$ cat src/rtl/spi_slave_rx_buffer_if.sv
// rtl/spi_slave_rx_buffer_if.sv - push and FWFT pop stream signals of the SPI slave receive buffer
interface spi_slave_rx_buffer_if #(
  parameter int DATA_WIDTH = 32
);
  logic [DATA_WIDTH-1:0] in_data;
  logic                  in_valid;
  logic                  in_ready;
  logic [DATA_WIDTH-1:0] rx_data;
  logic                  rx_valid;
  logic                  rx_ready;

  modport master (
    output in_data, in_valid, rx_ready,
    input  in_ready, rx_data, rx_valid
  );

  modport slave (
    input  in_data, in_valid, rx_ready,
    output in_ready, rx_data, rx_valid
  );
endinterface

$ cat src/rtl/spi_slave_rx_buffer.sv
// rtl/spi_slave_rx_buffer.sv - FWFT receive FIFO between the SPI CDC stage and the AXI plug write path
module spi_slave_rx_buffer #(
  parameter int DATA_WIDTH   = 32,
  parameter int DEPTH        = 8,
  parameter int AFULL_THRESH = 6
) (
  input  logic                     axi_aclk,
  input  logic                     axi_areset,
  spi_slave_rx_buffer_if.slave     bus,
  input  logic                     flush,
  input  logic                     clr_overflow,
  output logic [$clog2(DEPTH):0]   elements,
  output logic                     full,
  output logic                     empty,
  output logic                     almost_full,
  output logic                     overflow
);
  localparam int AW = $clog2(DEPTH);
  localparam int PW = AW + 1;

  logic [DATA_WIDTH-1:0] mem [DEPTH];
  logic [PW-1:0]         wr_ptr;
  logic [PW-1:0]         rd_ptr;
  logic                  push;
  logic                  pop;
  logic                  drop;

  // Extra wrap bit distinguishes full from empty when the index bits match.
  assign elements    = wr_ptr - rd_ptr;
  assign empty       = (wr_ptr == rd_ptr);
  assign full        = (wr_ptr[AW-1:0] == rd_ptr[AW-1:0]) && (wr_ptr[AW] != rd_ptr[AW]);
  assign almost_full = (elements >= PW'(AFULL_THRESH));

  assign bus.in_ready = !full;
  assign bus.rx_valid = !empty;
  assign bus.rx_data  = mem[rd_ptr[AW-1:0]];

  // A pop frees the slot in the same cycle, so a push into a full buffer is taken when popping.
  assign pop  = !empty && bus.rx_ready && !flush;
  assign push = bus.in_valid && (!full || pop) && !flush;
  assign drop = bus.in_valid && full && !pop && !flush;

  always_ff @(posedge axi_aclk) begin
    if (push) begin
      mem[wr_ptr[AW-1:0]] <= bus.in_data;
    end
  end

  always_ff @(posedge axi_aclk) begin
    if (axi_areset) begin
      wr_ptr   <= '0;
      rd_ptr   <= '0;
      overflow <= 1'b0;
    end else begin
      if (flush) begin
        wr_ptr <= '0;
        rd_ptr <= '0;
      end else begin
        if (push) wr_ptr <= wr_ptr + 1'b1;
        if (pop)  rd_ptr <= rd_ptr + 1'b1;
      end
      // Set takes priority over clear so a drop in the clearing cycle is not lost.
      if (drop) begin
        overflow <= 1'b1;
      end else if (clr_overflow) begin
        overflow <= 1'b0;
      end
    end
  end
endmodule

$ cat src/flat_wrapper.sv
// flat-port wrapper written by rule: the top's interface ports become plain ports
module spi_slave_rx_buffer_flat 
#(
  parameter int DATA_WIDTH   = 32,
  parameter int DEPTH        = 8,
  parameter int AFULL_THRESH = 6
)
  (axi_aclk, axi_areset, flush, clr_overflow, elements, full, empty, almost_full, overflow, bus_in_data, bus_in_valid, bus_rx_ready, bus_in_ready, bus_rx_data, bus_rx_valid);
  spi_slave_rx_buffer_if #(.DATA_WIDTH(DATA_WIDTH)) bus_i ();
  input  logic axi_aclk;
  input  logic axi_areset;
  input  logic flush;
  input  logic clr_overflow;
  output logic [$clog2(DEPTH):0] elements;
  output logic full;
  output logic empty;
  output logic almost_full;
  output logic overflow;
  input wire logic [$bits(bus_i.in_data)-1:0] bus_in_data;
  input wire logic [$bits(bus_i.in_valid)-1:0] bus_in_valid;
  input wire logic [$bits(bus_i.rx_ready)-1:0] bus_rx_ready;
  output wire logic [$bits(bus_i.in_ready)-1:0] bus_in_ready;
  output wire logic [$bits(bus_i.rx_data)-1:0] bus_rx_data;
  output wire logic [$bits(bus_i.rx_valid)-1:0] bus_rx_valid;
  assign bus_i.in_data = bus_in_data;
  assign bus_i.in_valid = bus_in_valid;
  assign bus_i.rx_ready = bus_rx_ready;
  assign bus_in_ready = bus_i.in_ready;
  assign bus_rx_data = bus_i.rx_data;
  assign bus_rx_valid = bus_i.rx_valid;
  spi_slave_rx_buffer #(.DATA_WIDTH(DATA_WIDTH), .DEPTH(DEPTH), .AFULL_THRESH(AFULL_THRESH)) u_core (.axi_aclk(axi_aclk), .axi_areset(axi_areset), .bus(bus_i), .flush(flush), .clr_overflow(clr_overflow), .elements(elements), .full(full), .empty(empty), .almost_full(almost_full), .overflow(overflow));
endmodule
$ cat config.mk
export PLATFORM = sky130hd
export DESIGN_NAME = spi_slave_rx_buffer_flat
export DESIGN_NICKNAME = d
export VERILOG_FILES = /design/src/rtl/spi_slave_rx_buffer_if.sv /design/src/rtl/spi_slave_rx_buffer.sv /design/src/flat_wrapper.sv
export SDC_FILE = /design/constraint.sdc
export NUM_CORES = 1
export LEC_CHECK = 0
export BUFFER_PORTS_ARGS = -buffer_cell sky130_fd_sc_hd__buf_2
export CAP_MARGIN = 25
export CORE_ASPECT_RATIO = 1.25
export CORE_MARGIN = 4
export CORE_UTILIZATION = 60
export CTS_BUF_LIST = sky130_fd_sc_hd__clkbuf_8
export DETAILED_ROUTE_END_ITERATION = 6
export MAX_ROUTING_LAYER = met4
export PLACE_DENSITY = 0.9
export SLEW_MARGIN = 30
export SYNTH_ARGS = -nofsm -noshare
export SYNTH_HDL_FRONTEND = slang
export SYNTH_SLANG_ARGS = --single-unit
$ cat constraint.sdc
create_clock -name axi_aclk -period 7.9 [get_ports axi_aclk]
set_input_delay 1.58 -clock axi_aclk [delete_from_list [all_inputs] [get_ports axi_aclk]]
set_output_delay 1.58 -clock axi_aclk [all_outputs]
set_load 0.1 [all_outputs]
Word level (Yosys, flattened, before mapping)
Memories as Yosys holds them, arrays and structs flattened. A register that Yosys moved wholly into a read port is not among the register bits.
Cells that the tools add are included.
{ "classes": {"n_addsub": 3, "n_lt_le_gt_ge": 1, "n_eq_ne": 3, "muxes": 6, "n_reduce_logical": 15} }
{ "op_table": {"columns": ["operator", "n"], "rows": [
  ["4-bit by 1-bit adder with 4-bit output, second input constant", 2],
  ["1-bit logical AND", 8],
  ["3-bit two-way mux", 2],
  ["4-bit == test", 1],
  ["4-bit by 3-bit greater-or-equal comparator with 1-bit output, second input constant", 1],
  ["1-bit logical NOT", 4],
  ["1-bit two-way mux", 4],
  ["4-bit subtractor", 1],
  ["3-bit == test", 1],
  ["2-bit nonzero test", 1],
  ["2-bit OR reduction", 1],
  ["1-bit logical OR", 1],
  ["1-bit != test", 1]
]} }
{ "totals": {"regBits": 9, "ram_bits": 256, "output_inout_bits": 42, "word_cells": 32, "mem_count": 1} }
{ "mem_list": {"columns": ["name", "words", "width", "read_ports", "rd_ports_with_merged_regs", "wr", "line", "source"], "rows": [
  ["u_core.mem", 8, 32, 1, 1, 1, "spi_slave_rx_buffer.sv:21", "logic [DATA_WIDTH-1:0] mem [DEPTH];"]
]} }

Logic depth before layout (Yosys ltp)
{ "logic_depth": {"ltp_word": 9, "mapped_depth": 6} }

Least setup slack after synthesis
No wires, ideal clock.
{ "synth_path": {"kind": "input -> register", "startpoint": "in flush", "endpoint": "mem u_core.mem[0][0] (enable)", "setup_ns": 0.502, "arrival_time_ns": 5.052, "required_time_ns": 7.398, "slack_ns": 2.347, "stages": 3, "path_buffers": 0, "cell_sequence": "and2b_1 o31ai_4 nor4_1"} }
{ "synth_via": {"elab_chain_len": 7} }
{ "synth_rtl": {"columns": ["item", "line", "source"], "rows": [
  ["from (decl)", "flat_wrapper.sv:12", "input logic flush;"],
  ["1-bit logical NOT *", "spi_slave_rx_buffer.sv:39, spi_slave_rx_buffer.sv:40", null],
  ["1-bit logical AND", "spi_slave_rx_buffer.sv:39", "assign pop = !empty && bus.rx_ready && !flush;"],
  ["1-bit logical OR", "spi_slave_rx_buffer.sv:40", "assign push = bus.in_valid && (!full || pop) && !flush;"],
  ["1-bit logical AND", "spi_slave_rx_buffer.sv:40", null],
  ["1-bit logical AND *", "spi_slave_rx_buffer.sv:40", null],
  ["1-bit two-way mux *", "spi_slave_rx_buffer.sv:44", "if (push) begin"],
  ["1-bit two-way mux (not written as such) *", "spi_slave_rx_buffer.sv:45", "mem[wr_ptr[AW-1:0]] <= bus.in_data;"],
  ["to (decl)", "spi_slave_rx_buffer.sv:21", null]
]} }
Every way passes the cells marked *; elsewhere a longest branch is shown, timed or not.

==> summary.txt <==
Floorplan
  • Die height: 155 um
  • Cell Rows: 53
  • Total core area: 0.0168 mm^2
  • Die X-Extent: 125 um
  • Starting density of the core: 0.614
  • I/O pin cnt: 80
  • Die area: 0.0194 mm^2

Clocking
  • Clk buf depth: 3
  • CTS sink cnt: 268
  • Root buffer cell: sky130_fd_sc_hd__clkbuf_8
  • Inserted Clock Buffers: 38
  • CTS H-Tree Depth: 2
  • Insertion delay to the later sink of the worst-skew pair: 0.52 ns
  • Post-CTS Setup Bufs: 0
  • Clock transition time at the flip-flop clock pins of the worst setup and hold paths: approximately 0.060 ns
  • TritonCTS clock tree: done
  • CTS Hold Buffers Added: 0
  • Resize count post-CTS: 0

Setup path
  • Critical path endpoint category: output port
  • CP startpoint kind: flip-flop
  • Worst setup path class: reg2out
  • Worst EP arrival: 2.86 ns
  • Required time of the worst setup path: 6.32 ns
  • Crit-path max FO: 55

Final layout
  • Proportion of layout cells with a drive suffix above 1: 0.424
  • Share of the core filled with cells: 0.701
  • Net count of the finished layout: 613
  • Fillcell total: 963
  • Area overhead of the layout relative to synthesis: 14.2%

Yosys
  • Share of async-settable or async-resettable flops after synthesis: 0
  • Ys Warns: 0
  • Synthesis-stage register bit count: approximately 270
  • Number of standard cells after synthesis: 457
  • Number of distinct library cell variants in the gate-level netlist after synthesis: 34
  • EDFF count, synth: roughly 260
  • Most frequently used flop master after synthesis: sky130_fd_sc_hd__edfxtp_1
  • Total nets after synthesis: 501
  • Syn Area/Cell: 22.6 um^2
  • Sequential fraction of the synthesis area: 0.767
  • Post-Syn Area: ~0.010 mm^2

Route
  • Final routed wirelength across all metal layers: 19600 um
  • Wire length on met1: approximately 7500 um
  • DRC violation count after routing: 0
  • DRC violation total after the first TritonRoute iteration: 528
  • Met3 WL: 1300 um
  • Final ANT Viol Nets: 0
  • DR top layer: met4
  • Routed length per placed instance: approximately 24 um
  • Vias post-DR: 4890
  • TritonRoute pass-1 iters: 5
  • Met2 Routed Length: 10300 um
  • Vias per inst: slightly below 6

Timing
  • Clock skew after layout: about 0.035 ns
  • Number of pins exceeding their max-slew limit in the final report: 0
  • RSZ-0062 raised after global routing: false
  • Actual slew at the worst max-slew pin: 0.917 ns
  • Hold violation total from the final report: 0
  • Slew margin rel.: 0.389
  • Share of the clock period used by the worst path: 0.562
  • Total Negative Setup Slacks: 0 ns
  • Final number of setup-violating endpoints: 0
  • Max frequency: 225 MHz
  • Smallest hold slack: 0.571 ns
  • Tmin final: 4.44 ns

Global route
  • Total global routing track utilization: 0.213
  • Initial antenna violation count: 3
  • Vias in the first global route: 5263
  • Total grt overflow: 0
  • Wire length of the first global-routing pass: just over 30000 um
  • Maximum number of pins on one net before global-route repair: 65

Place
  • Post-detailed-placement half-perimeter wirelength: 10900 um
  • Count of input and output buffers: approximately 80
  • Routability congestion estimate from global placement: 0.840

Status
  • Status: completed

Pwr
  • Switching part of the total: 0.219
  • Internal portion of total power: 2.17 mW
  • Combinational fraction of design power: 0.053
  • Worst supply voltage drop on vdd: 0.123 mV
  • Switching power: 607 uW
  • Power share of the clock group: 0.382
  • Total power: 2.77 mW
  • Register share of total power: 0.566
  • Leakage dissipation: 3.87 nW
  • Cell area power density: 235 mW/mm^2

Job
  • Max-capacitance violation count: 0

Min path
  • Worst min-delay path category: reg2reg
power by group through the flow:
stage / sequential [mW] / combinational, mW / clock (mW)
after floorplan: 1.60 / 0.105 / 0
after global placement: 1.60 / 0.141 / 0
after detailed placement: 1.60 / 0.146 / 0
after CTS: 1.57 / 0.147 / 1.07
after global routing: 1.57 / 0.154 / 1.14
final: 1.57 / 0.146 / 1.06
sequential cells by signal, indices dropped and copies added, names as in the netlist, named ones only:
register         count
u_core.mem         256
u_core.rd_ptr        4
u_core.wr_ptr        4
u_core.overflow      1
per-layer routing:
| metal | vias to the layer above | GRT usage |
|---|---|---|
| met5 | - | - |
| met4 | 0 | 0.0744 |
| met3 | 26 | 0.0408 |
| met2 | 205 | 0.354 |
| met1 | 2526 | 0.267 |
| li1 | 2133 | - |
area by class of cell:
cell class | instances | area, um^2 | area share
diodes | 3 | 7.51 | 0.000636
clock buffers | 43 | 592 | 0.0501
clock inverters | 25 | 161 | 0.0137
inverters | 9 | 33.8 | 0.00286
multi-input cells | 161 | 2290 | 0.194
flip-flops and latches | 268 | 7930 | 0.672
well taps | 220 | 275 | 0.0233
repair buffers | 91 | 509 | 0.0431
cells in the final DEF (no fill, tap or decap), types with 3 or more instances in the layout:
| cell | instances |
|---|---|
| sky130_fd_sc_hd__edfxtp_1 | 256 |
| sky130_fd_sc_hd__buf_2 | 79 |
| sky130_fd_sc_hd__mux4_2 | 64 |
| sky130_fd_sc_hd__clkbuf_8 | 43 |
| sky130_fd_sc_hd__mux2_2 | 32 |
| sky130_fd_sc_hd__inv_1 | 21 |
| sky130_fd_sc_hd__buf_4 | 10 |
| sky130_fd_sc_hd__nor2_1 | 9 |
| sky130_fd_sc_hd__dfxtp_1 | 9 |
| sky130_fd_sc_hd__nand2_1 | 8 |
| sky130_fd_sc_hd__xnor2_1 | 5 |
| sky130_fd_sc_hd__ha_1 | 5 |
| sky130_fd_sc_hd__clkinv_1 | 5 |
| sky130_fd_sc_hd__a21oi_1 | 4 |
| sky130_fd_sc_hd__nor3_2 | 4 |
| sky130_fd_sc_hd__o21ai_0 | 4 |
| sky130_fd_sc_hd__clkinv_2 | 4 |
| sky130_fd_sc_hd__diode_2 | 3 |
| sky130_fd_sc_hd__nand3_1 | 3 |
| sky130_fd_sc_hd__nor2_4 | 3 |
cell usage after synthesis (all sizes together) (3+ instances only):
library cell  number  area (um^2)
edfxtp           256         7690
mux4              64         1440
mux2              32          360
buf               15          116
dfxtp             12          240
nor2              12         45.0
inv                9         33.8
nand2              8         30.0
xnor2              6         60.1
ha                 5         62.6
nor3               5         25.0
o21ai              5         25.0
a21oi              4         20.0
clkbuf             4         15.0
nand3              3         15.0
kinds of logic (layout without fill, tap and decap cells):
group / after synthesis / in the layout / synth area share
AO/OA/AOI/OAI: 14 / 14 / 0.0102
XOR/XNOR: 8 / 8 / 0.00751
adder cells (fa/ha/maj): 6 / 6 / 0.00799
buffers and inverters: 28 / 168 / 0.0160
flip-flops: 268 / 268 / 0.767
multiplexers: 96 / 96 / 0.174
other: 0 / 3 / 0
AND/OR/NAND/NOR: 37 / 37 / 0.0170
critical path, cell delays in order (launching register included):
cell	delay [ns]
sky130_fd_sc_hd__dfxtp_4	0.46
sky130_fd_sc_hd__buf_6	0.62
sky130_fd_sc_hd__mux4_2	0.60
sky130_fd_sc_hd__mux2_2	0.29
sky130_fd_sc_hd__buf_2	0.30
metrics by stage:
stage | std cells | area [um^2] | setup WS [ns]
4_1_cts | 816 | 11800 | 3.38
3_5_place_dp | 748 | 11000 | 3.96
2_1_floorplan | 457 | 10300 | 2.35
3_3_place_gp | 748 | 11000 | 3.73
5_1_grt | 820 | 11800 | 3.25
6_report | 820 | 11800 | 3.46
final timing paths:
kind                                                    start                             to  slack (ns)  cells past startpoint
worst max-delay path                                flip-flop                bus_rx_data[26]        3.46                      4
worst min-delay path            u_core.wr_ptr[3]$_SDFFE_PP0P_  u_core.wr_ptr[3]$_SDFFE_PP0P_        0.57                      2
worst max register to register  u_core.wr_ptr[2]$_SDFFE_PP0P_    u_core.mem[5][31]$_DFFE_PP_        5.05                      5
worst min register to register  u_core.wr_ptr[3]$_SDFFE_PP0P_  u_core.wr_ptr[3]$_SDFFE_PP0P_        0.57                      2
Note: power is estimated with default switching activity, not from simulation.
